$ cat src/rtl/hud_bcd_converter_if.sv
// Request/result bundle for hud_bcd_converter.
// The neg signal exists only when HUD_BCD_SIGNED_CLAMP_EN is defined.
interface hud_bcd_converter_if #(
    parameter int unsigned BIN_W  = 10,
    parameter int unsigned DIGITS = 4
);
    logic                  start;
    logic [BIN_W-1:0]      bin_in;
    logic                  busy;
    logic                  valid;
    logic [4*DIGITS-1:0]   bcd_out;
    logic [DIGITS-1:0]     blank;
    logic                  ovf;
`ifdef HUD_BCD_SIGNED_CLAMP_EN
    logic                  neg;

    modport master (output start, bin_in, input busy, valid, bcd_out, blank, ovf, neg);
    modport slave  (input start, bin_in, output busy, valid, bcd_out, blank, ovf, neg);
`else
    modport master (output start, bin_in, input busy, valid, bcd_out, blank, ovf);
    modport slave  (input start, bin_in, output busy, valid, bcd_out, blank, ovf);
`endif
endinterface

$ cat src/rtl/hud_bcd_converter.sv
// Sequential double-dabble binary-to-BCD converter with saturation and a leading-zero blank mask.
// Optional HUD_BCD_SIGNED_CLAMP_EN: two's-complement input, negatives show as 0 with neg=1.
module hud_bcd_converter #(
    parameter int unsigned BIN_W  = 10,
    parameter int unsigned DIGITS = 4
) (
    input  logic               Clk,
    input  logic               Reset_n,
    hud_bcd_converter_if.slave bus
);
    localparam int unsigned       SW        = 4 * DIGITS;
    localparam int unsigned       CNT_W     = $clog2(BIN_W + 1);
    localparam int unsigned       MAX       = (32'd10 ** DIGITS) - 32'd1;
    localparam logic [DIGITS-1:0] BLANK_RST = ~DIGITS'(1);

    typedef enum logic [1:0] {IDLE, SHIFT, DONE} state_t;

    state_t              state, state_nxt;
    logic [BIN_W-1:0]    bin_sr;
    logic [SW-1:0]       scratch;
    logic [CNT_W-1:0]    cnt;
    logic                sat;
    logic [SW-1:0]       adj;
    logic [BIN_W-1:0]    load_val;
    logic                load_sat;
    logic [SW-1:0]       bcd_nxt;
    logic [DIGITS-1:0]   blank_nxt;
    logic                all_zero;
    logic [SW-1:0]       bcd_r;
    logic [DIGITS-1:0]   blank_r;
    logic                ovf_r;
    logic                valid_r;
`ifdef HUD_BCD_SIGNED_CLAMP_EN
    logic                load_neg;
    logic                neg_pend;
    logic                neg_r;
`endif

    always_ff @(posedge Clk or negedge Reset_n) begin
        if (!Reset_n) state <= IDLE;
        else          state <= state_nxt;
    end

    always_comb begin
        state_nxt = state;
        unique case (state)
            IDLE:    if (bus.start) state_nxt = SHIFT;
            SHIFT:   if (cnt == CNT_W'(1)) state_nxt = DONE;
            DONE:    state_nxt = IDLE;
            default: state_nxt = IDLE;
        endcase
    end

    // Add-3 correction per digit, 4-bit wrap, before the shift.
    always_comb begin
        adj = '0;
        for (int unsigned d = 0; d < DIGITS; d++) begin
            if (scratch[4*d +: 4] >= 4'd5) adj[4*d +: 4] = scratch[4*d +: 4] + 4'd3;
            else                           adj[4*d +: 4] = scratch[4*d +: 4];
        end
    end

    always_comb begin
        load_val = bus.bin_in;
        load_sat = 32'(bus.bin_in) > MAX;
`ifdef HUD_BCD_SIGNED_CLAMP_EN
        load_neg = bus.bin_in[BIN_W-1];
        if (load_neg) begin
            load_val = '0;
            load_sat = 1'b0;
        end
`endif
    end

    // Blank scans from the most significant digit down; digit 0 is never blanked.
    always_comb begin
        bcd_nxt   = sat ? {DIGITS{4'h9}} : scratch;
        blank_nxt = '0;
        all_zero  = 1'b1;
        for (int unsigned i = 1; i < DIGITS; i++) begin
            all_zero             = all_zero & (bcd_nxt[4*(DIGITS-i) +: 4] == 4'd0);
            blank_nxt[DIGITS-i]  = all_zero;
        end
    end

    always_ff @(posedge Clk or negedge Reset_n) begin
        if (!Reset_n) begin
            bin_sr   <= '0;
            scratch  <= '0;
            cnt      <= '0;
            sat      <= 1'b0;
            bcd_r    <= '0;
            blank_r  <= BLANK_RST;
            ovf_r    <= 1'b0;
            valid_r  <= 1'b0;
`ifdef HUD_BCD_SIGNED_CLAMP_EN
            neg_pend <= 1'b0;
            neg_r    <= 1'b0;
`endif
        end else begin
            valid_r <= 1'b0;
            unique case (state)
                IDLE: if (bus.start) begin
                    bin_sr   <= load_val;
                    scratch  <= '0;
                    cnt      <= CNT_W'(BIN_W);
                    sat      <= load_sat;
`ifdef HUD_BCD_SIGNED_CLAMP_EN
                    neg_pend <= load_neg;
`endif
                end
                SHIFT: begin
                    {scratch, bin_sr} <= {adj, bin_sr} << 1;
                    cnt               <= cnt - CNT_W'(1);
                end
                DONE: begin
                    bcd_r   <= bcd_nxt;
                    blank_r <= blank_nxt;
                    ovf_r   <= sat;
                    valid_r <= 1'b1;
`ifdef HUD_BCD_SIGNED_CLAMP_EN
                    neg_r   <= neg_pend;
`endif
                end
                default: ;
            endcase
        end
    end

    assign bus.busy    = (state != IDLE);
    assign bus.valid   = valid_r;
    assign bus.bcd_out = bcd_r;
    assign bus.blank   = blank_r;
    assign bus.ovf     = ovf_r;
`ifdef HUD_BCD_SIGNED_CLAMP_EN
    assign bus.neg     = neg_r;
`endif
endmodule

$ cat src/flat_wrapper.sv
// flat-port wrapper written by rule: the top's interface ports become plain ports
module hud_bcd_converter_flat 
#(
    parameter int unsigned BIN_W  = 10,
    parameter int unsigned DIGITS = 4
)
  (Clk, Reset_n, bus_start, bus_bin_in, bus_busy, bus_valid, bus_bcd_out, bus_blank, bus_ovf);
  hud_bcd_converter_if #(.BIN_W(BIN_W), .DIGITS(DIGITS)) bus_i ();
  input  logic Clk;
  input  logic Reset_n;
  input wire logic [$bits(bus_i.start)-1:0] bus_start;
  input wire logic [$bits(bus_i.bin_in)-1:0] bus_bin_in;
  output wire logic [$bits(bus_i.busy)-1:0] bus_busy;
  output wire logic [$bits(bus_i.valid)-1:0] bus_valid;
  output wire logic [$bits(bus_i.bcd_out)-1:0] bus_bcd_out;
  output wire logic [$bits(bus_i.blank)-1:0] bus_blank;
  output wire logic [$bits(bus_i.ovf)-1:0] bus_ovf;
  assign bus_i.start = bus_start;
  assign bus_i.bin_in = bus_bin_in;
  assign bus_busy = bus_i.busy;
  assign bus_valid = bus_i.valid;
  assign bus_bcd_out = bus_i.bcd_out;
  assign bus_blank = bus_i.blank;
  assign bus_ovf = bus_i.ovf;
  hud_bcd_converter #(.BIN_W(BIN_W), .DIGITS(DIGITS)) u_core (.Clk(Clk), .Reset_n(Reset_n), .bus(bus_i));
endmodule
$ cat config.mk
export PLATFORM = sky130hd
export DESIGN_NAME = hud_bcd_converter_flat
export DESIGN_NICKNAME = d
export VERILOG_FILES = /design/src/rtl/hud_bcd_converter_if.sv /design/src/rtl/hud_bcd_converter.sv /design/src/flat_wrapper.sv
export SDC_FILE = /design/constraint.sdc
export NUM_CORES = 1
export LEC_CHECK = 0
export ABC_AREA = 0
export CAP_MARGIN = 10
export CORE_MARGIN = 3
export CORE_UTILIZATION = 54
export CTS_BUF_LIST = sky130_fd_sc_hd__clkbuf_16
export CTS_CLUSTER_SIZE = 25
export DETAILED_ROUTE_END_ITERATION = 10
export PLACE_DENSITY = 0.79
export SLEW_MARGIN = 10
export SYNTH_ARGS = -nofsm -noshare
export SYNTH_HDL_FRONTEND = slang
export SYNTH_SLANG_ARGS = --single-unit
$ cat constraint.sdc
create_clock -name Clk -period 1.8 [get_ports Clk]
set_clock_uncertainty 0.05 [all_clocks]
set_input_delay 0.36 -clock Clk [delete_from_list [all_inputs] [get_ports Clk]]
set_output_delay 0.36 -clock Clk [all_outputs]
set_load 0.05 [all_outputs]
Yosys cells after proc, flatten, opt, wreduce, memory -nomap -nowiden
Index checks and enable logic that the tools add are counted.
- register bits after elaboration: 52
- input bits: 13
- output and inout port bits: 23
- word-level logic and storage cells: 45
- $add $sub $neg: 5
- order comparisons: 4
- eq/ne operators: 5
- muxes and demuxes: 14
- bitwise operators: 2
- reduce and logical (&&, ||, !) cells: 8
- operators with widths (cell ; count):
    16-bit one-hot mux with 2 select lines ; 1
    10-bit one-hot mux with 2 select lines ; 1
    4-bit by 3-bit greater-or-equal comparator with 1-bit output (second input constant) ; 4
    16-bit two-way mux ; 1
    4-bit two-way mux ; 4
    4-bit by 2-bit adder with 4-bit output (second input constant) ; 3
    4-bit zero test ; 3
    10-bit two-way mux ; 1
    4-bit one-hot mux with 2 select lines ; 1
    4-bit by 1-bit == test with 1-bit output (second input constant) ; 1
    2-bit two-way mux ; 2
    2-bit one-hot mux with 2 select lines ; 1
    2-bit AND reduction ; 2
    2-bit nonzero test ; 2
    4-bit by 1-bit subtractor with 4-bit output (second input constant) ; 1
    3-bit by 2-bit adder with 3-bit output (second input constant) ; 1
    3-bit two-way mux ; 1
    1-bit bitwise AND ; 2
    2-bit by 1-bit == test with 1-bit output (second input constant) ; 1
    2-bit == test (second input constant) ; 1
    2-bit zero test ; 1
    2-bit by 1-bit != test with 1-bit output (second input constant) ; 1
    2-bit != test (second input constant) ; 1
    1-bit two-way mux ; 1

Longest topological paths before layout
- depth in word-level cells: 3
- depth in mapped cells: 6
- gate-level depth less buffers: 6

Worst setup path before layout
No wires, ideal clock.
- kind: reg-to-reg
- start: register u_core.scratch[12]
- end: register u_core.blank_r[1] (netlist: u_core.bus.blank[1])
- setup time: 72 ps
- arrival time: 1360 ps
- data required time: 1678 ps
- path slack: 319 ps
- stages on the path, launching flop included: 6
- path buffers: 0
- period minus slack after synthesis: 1481 ps
- cell sequence: dfrtp_1 > inv_1 > ha_1 > nand4_1 > or4b_1 > o21ai_1
- word-level cells in the longest chain between the ends: 3
- ends and longest elaborated chain (what ; RTL line ; source):
    from (decl) ; hud_bcd_converter.sv:20 ; logic [SW-1:0] scratch;
    from (signal assigned) ; hud_bcd_converter.sv:113 ; {scratch, bin_sr} <= {adj, bin_sr} << 1;
    4-bit zero test ; hud_bcd_converter.sv:81 ; all_zero = all_zero & (bcd_nxt[4*(DIGITS-i) +: 4] == 4'd0);
    1-bit bitwise AND (2 in a row) ; hud_bcd_converter.sv:81 ;
    to (signal assigned) ; hud_bcd_converter.sv:118 ; blank_r <= blank_nxt;
    to (decl) ; hud_bcd_converter.sv:30 ; logic [DIGITS-1:0] blank_r;
Every way passes these cells.
A chain may end at the register's enable or synchronous reset.

Worst setup path in the final report
- start: register u_core.state[0]
- end: output bus_busy
- word-level cells in the longest chain between the ends: 1
- ends and longest elaborated chain (what ; RTL line ; source):
    from (decl) ; hud_bcd_converter.sv:18 ; state_t state, state_nxt;
    from (signal assigned) ; hud_bcd_converter.sv:41 ; else state <= state_nxt;
    2-bit nonzero test ; hud_bcd_converter.sv:130 ; assign bus.busy = (state != IDLE);
    to (decl) ; flat_wrapper.sv:13 ; output wire logic [$bits(bus_i.busy)-1:0] bus_busy;
Every way passes these cells.

==> results summary <==
The run finished with clean final reports. The number of max-slew violations in the final report came out at 0. The maximum count of clock buffers along a single path came out at 2.

The standby leakage power came out at 0.001383 uW. The post-cts sizing count came out at 0. The ratio of routed vias to standard cells came out at 5.715. The total standard cell area after synthesis is 0.002447 mm2. The commonest cells after synthesis are dfrtp_1 (49), o21ai_0 (26), nand2_1 (25), ha_1 (12), inv_1 (12). The final non-filler cell total came out at 319. The shortest period the worst path allows came out at 1.736 ns.

The global-route wire length before repair is 7962 um. The vertical die dimension is 73.32 um. The power density normalized to cell area came out at 1734 mW/mm2.

For this run, design rule violations remaining after detail routing come to 0. The number of failing setup endpoints in the final timing report is 0. The proportion of netlist area held by the largest area contributor came out at 0.5010. The final-layout setup total negative slack came out at 0 ns. TritonCTS created 5 clock buffers. The clock net in this run drives a total of 52 sinks. The net count of the finished layout is 293.

The ratio of final minimum period to clock period is 0.9643. Setup repair after global routing left no endpoint under its margin. The top-level port count is 36.

The total area inside the core boundary comes to 0.004173 mm2. The number of different library cells used by synthesis comes to 38. The maximum VDD drop is 1.231 mV. The final count of hold timing violations is 0. The number of port buffers is 33. The initial standard-cell utilization of the core came out at 0.5865.

The clock network latency to the later pin of the worst-skew pair is 0.28 ns. The most numerous cell in the Yosys netlist is dfrtp_1. The fmax came out at 576.1 MHz. The fraction of final layout cells with drive strength greater than 1 is 0.1859. The number of detailed-route iterations in the first pass came out at 4. The maximum level of the CTS H-tree came out at 2. The highest net fanout along the worst path is 12. The critical path in this run is classified as reg2out. The least setup slack across all paths after layout came out at 0.06425 ns.

The number of hold buffers added after cts is 1. Global routing finished with a remaining overflow of 0. The mean instance size in the synthesized netlist is 10.59 um2.

The relative slew slack came out at 0.5946. The number of standard cells after synthesis is 231. The synthesis-to-layout area growth came out at 22.14%. The number of setup buffers added after CTS is 0. The detailed placer's ending HPWL came out at 3181 um. In this run, the number of DRC markers left after iteration 0 of detailed routing was 135. The max-cap violation count is 0. The cell taking the most area after synthesis is dfrtp_1. The sort of element at the start of the critical path is a flip-flop.

The wire length after detailed routing came out at 4685 um. The minimum setup slack after placement came out at 0.02634 ns. The critical path data arrival time is 1.33 ns.

The number of synthesized flops with an enable pin is 0. The number of global-route vias before repair is 1,790. The maximum number of pins on one net before global-route repair is 37.

The average wire per cell in the routed design is 14.69 um. At the worst endpoint, the required time is 1.39 ns. The clock tree from TritonCTS is yes. The tree is rooted in a clkbuf_16. By area the synthesized netlist is led by dfrtp_1 (50%), ha_1 (6.1%), o21ai_0 (5.3%), nand2_1 (3.8%), mux2_2 (3.7%). The nature of the critical path endpoint is a primary output. Yosys printed 0 warnings. The cell count after placement came out at 310. The total routing usage reported by global routing came out at 0.1916. In this run the core area contains 23 standard-cell rows. The detailed router placed 1,823 vias in this run. The final antenna-violating net count came out at 0.

The proportion of synthesized flip-flops having asynchronous set or reset came out at 1.000. In the synthesized netlist the dominant register cell turns out to be dfrtp_1. The flip-flop and latch count after synthesis is 52. The die is 73.32 um wide. At the end of routability-driven placement, the weighted congestion stood at 0.8209. The initial antenna violation count came to 0. The share of the Yosys chip area taken by registers is 0.5332. The slew at the pin closest to its max-slew limit is 0.6081 ns.

The die covers 0.005376 mm2. The clock-pin slew on the worst setup and hold paths came out at 0.06 ns. The worst hold path belongs to the class reg2reg. The repair_antennas step left the layout with diodes totalling 0.
## flip-flops by register name, indices dropped and copies added (netlist names)
signal              flops
u_core.bin_sr          10
u_core.bus.bcd_out     16
u_core.bus.blank        3
u_core.bus.valid        1
u_core.cnt              4
u_core.scratch         16
u_core.state            2
## critical path, cell delays in order (launching register included)
cell and delay, ns:
dfrtp_1 0.51, or2_2 0.38, buf_12 0.16
## layer usage
layer | vias up | routed length [um] | global-route usage
met5 | - | 0 | 0
met4 | 0 | 53 | 0.07646
met3 | 4 | 209 | 0.04925
met2 | 38 | 2302 | 0.3158
met1 | 894 | 2121 | 0.2406
li1 | 887 | - | -
## through the flow
| step | hold WS [ns] | total power [uW] | instance area (um2) | utilization |
|---|---|---|---|---|
| finish | 0.4280 | 5184 | 2989 | 0.7163 |
| global route | 0.4507 | 5584 | 2989 | 0.7163 |
| CTS | 0.4354 | 5226 | 2989 | 0.7163 |
| detailed placement | 0.2556 | 4324 | 2843 | 0.6813 |
| global placement | 0.2564 | 4229 | 2843 | 0.6813 |
| floorplan | 0.01441 | 3633 | 2451 | - |
## logic make-up (layout without fill, tap and decap cells)
group / Yosys count / count (layout) / synth area share
AND/OR/NAND/NOR: 57 / 57 / 0.1145
XOR/XNOR: 5 / 5 / 0.01789
buffers and inverters: 26 / 63 / 0.05368
adder cells (fa/ha/maj): 12 / 12 / 0.06135
flip-flops: 52 / 52 / 0.5332
AO/OA/AOI/OAI: 69 / 69 / 0.1769
multiplexers: 9 / 9 / 0.04090
other: 1 / 2 / 0.001532
## cell type report
class | instances | area (um2)
flip-flops and latches | 52 | 1305
repair buffers | 43 | 425.4
fillers | 316 | 1184
inverters | 12 | 45.04
clock inverters | 3 | 11.26
well taps | 50 | 62.56
multi-input cells | 154 | 1015
clock buffers | 5 | 125.1
## power by group
part / internal [uW] / leakage, uW / switching (uW) / total [uW]
Combinational: 951 / 0.000637 / 1390 / 2340
Sequential: 1600 / 0.000672 / 367 / 1970
Clock: 500 / 0.0000738 / 378 / 878
## cells in the final DEF, fill, tap and decap left out, drive strengths merged, types with 8 or more instances in the layout
cell	netlist	final
dfrtp	49	49
a21oi	11	11
buf	11	31
o21ai	27	27
a22oi	10	10
nor2	8	8
ha	12	12
clkdlybuf4s50	0	11
nand2	25	25
inv	12	14
mux2	8	8
## worst paths after layout
path / slack [ns] / start / endpoint / depth (start not counted)
worst max-delay path: 0.06 / u_core.state[0]$_DFFE_PN0P_ / bus_busy / 2
worst min-delay path: 0.43 / u_core.bus.bcd_out[8]$_DFFE_PN0P_ / u_core.bus.bcd_out[8]$_DFFE_PN0P_ / 2
worst max register to register: 0.13 / u_core.scratch[13]$_DFFE_PN0P_ / u_core.bus.blank[1]$_DFFE_PN1P_ / 5
worst min register to register: 0.43 / u_core.bus.bcd_out[8]$_DFFE_PN0P_ / u_core.bus.bcd_out[8]$_DFFE_PN0P_ / 2
max in group asynchronous: 0.71 / Reset_n / u_core.scratch[15]$_DFFE_PN0P_ / 3
min in group asynchronous: 0.48 / Reset_n / u_core.bus.bcd_out[12]$_DFFE_PN0P_ / 2
(Power assumes the default switching activity.)
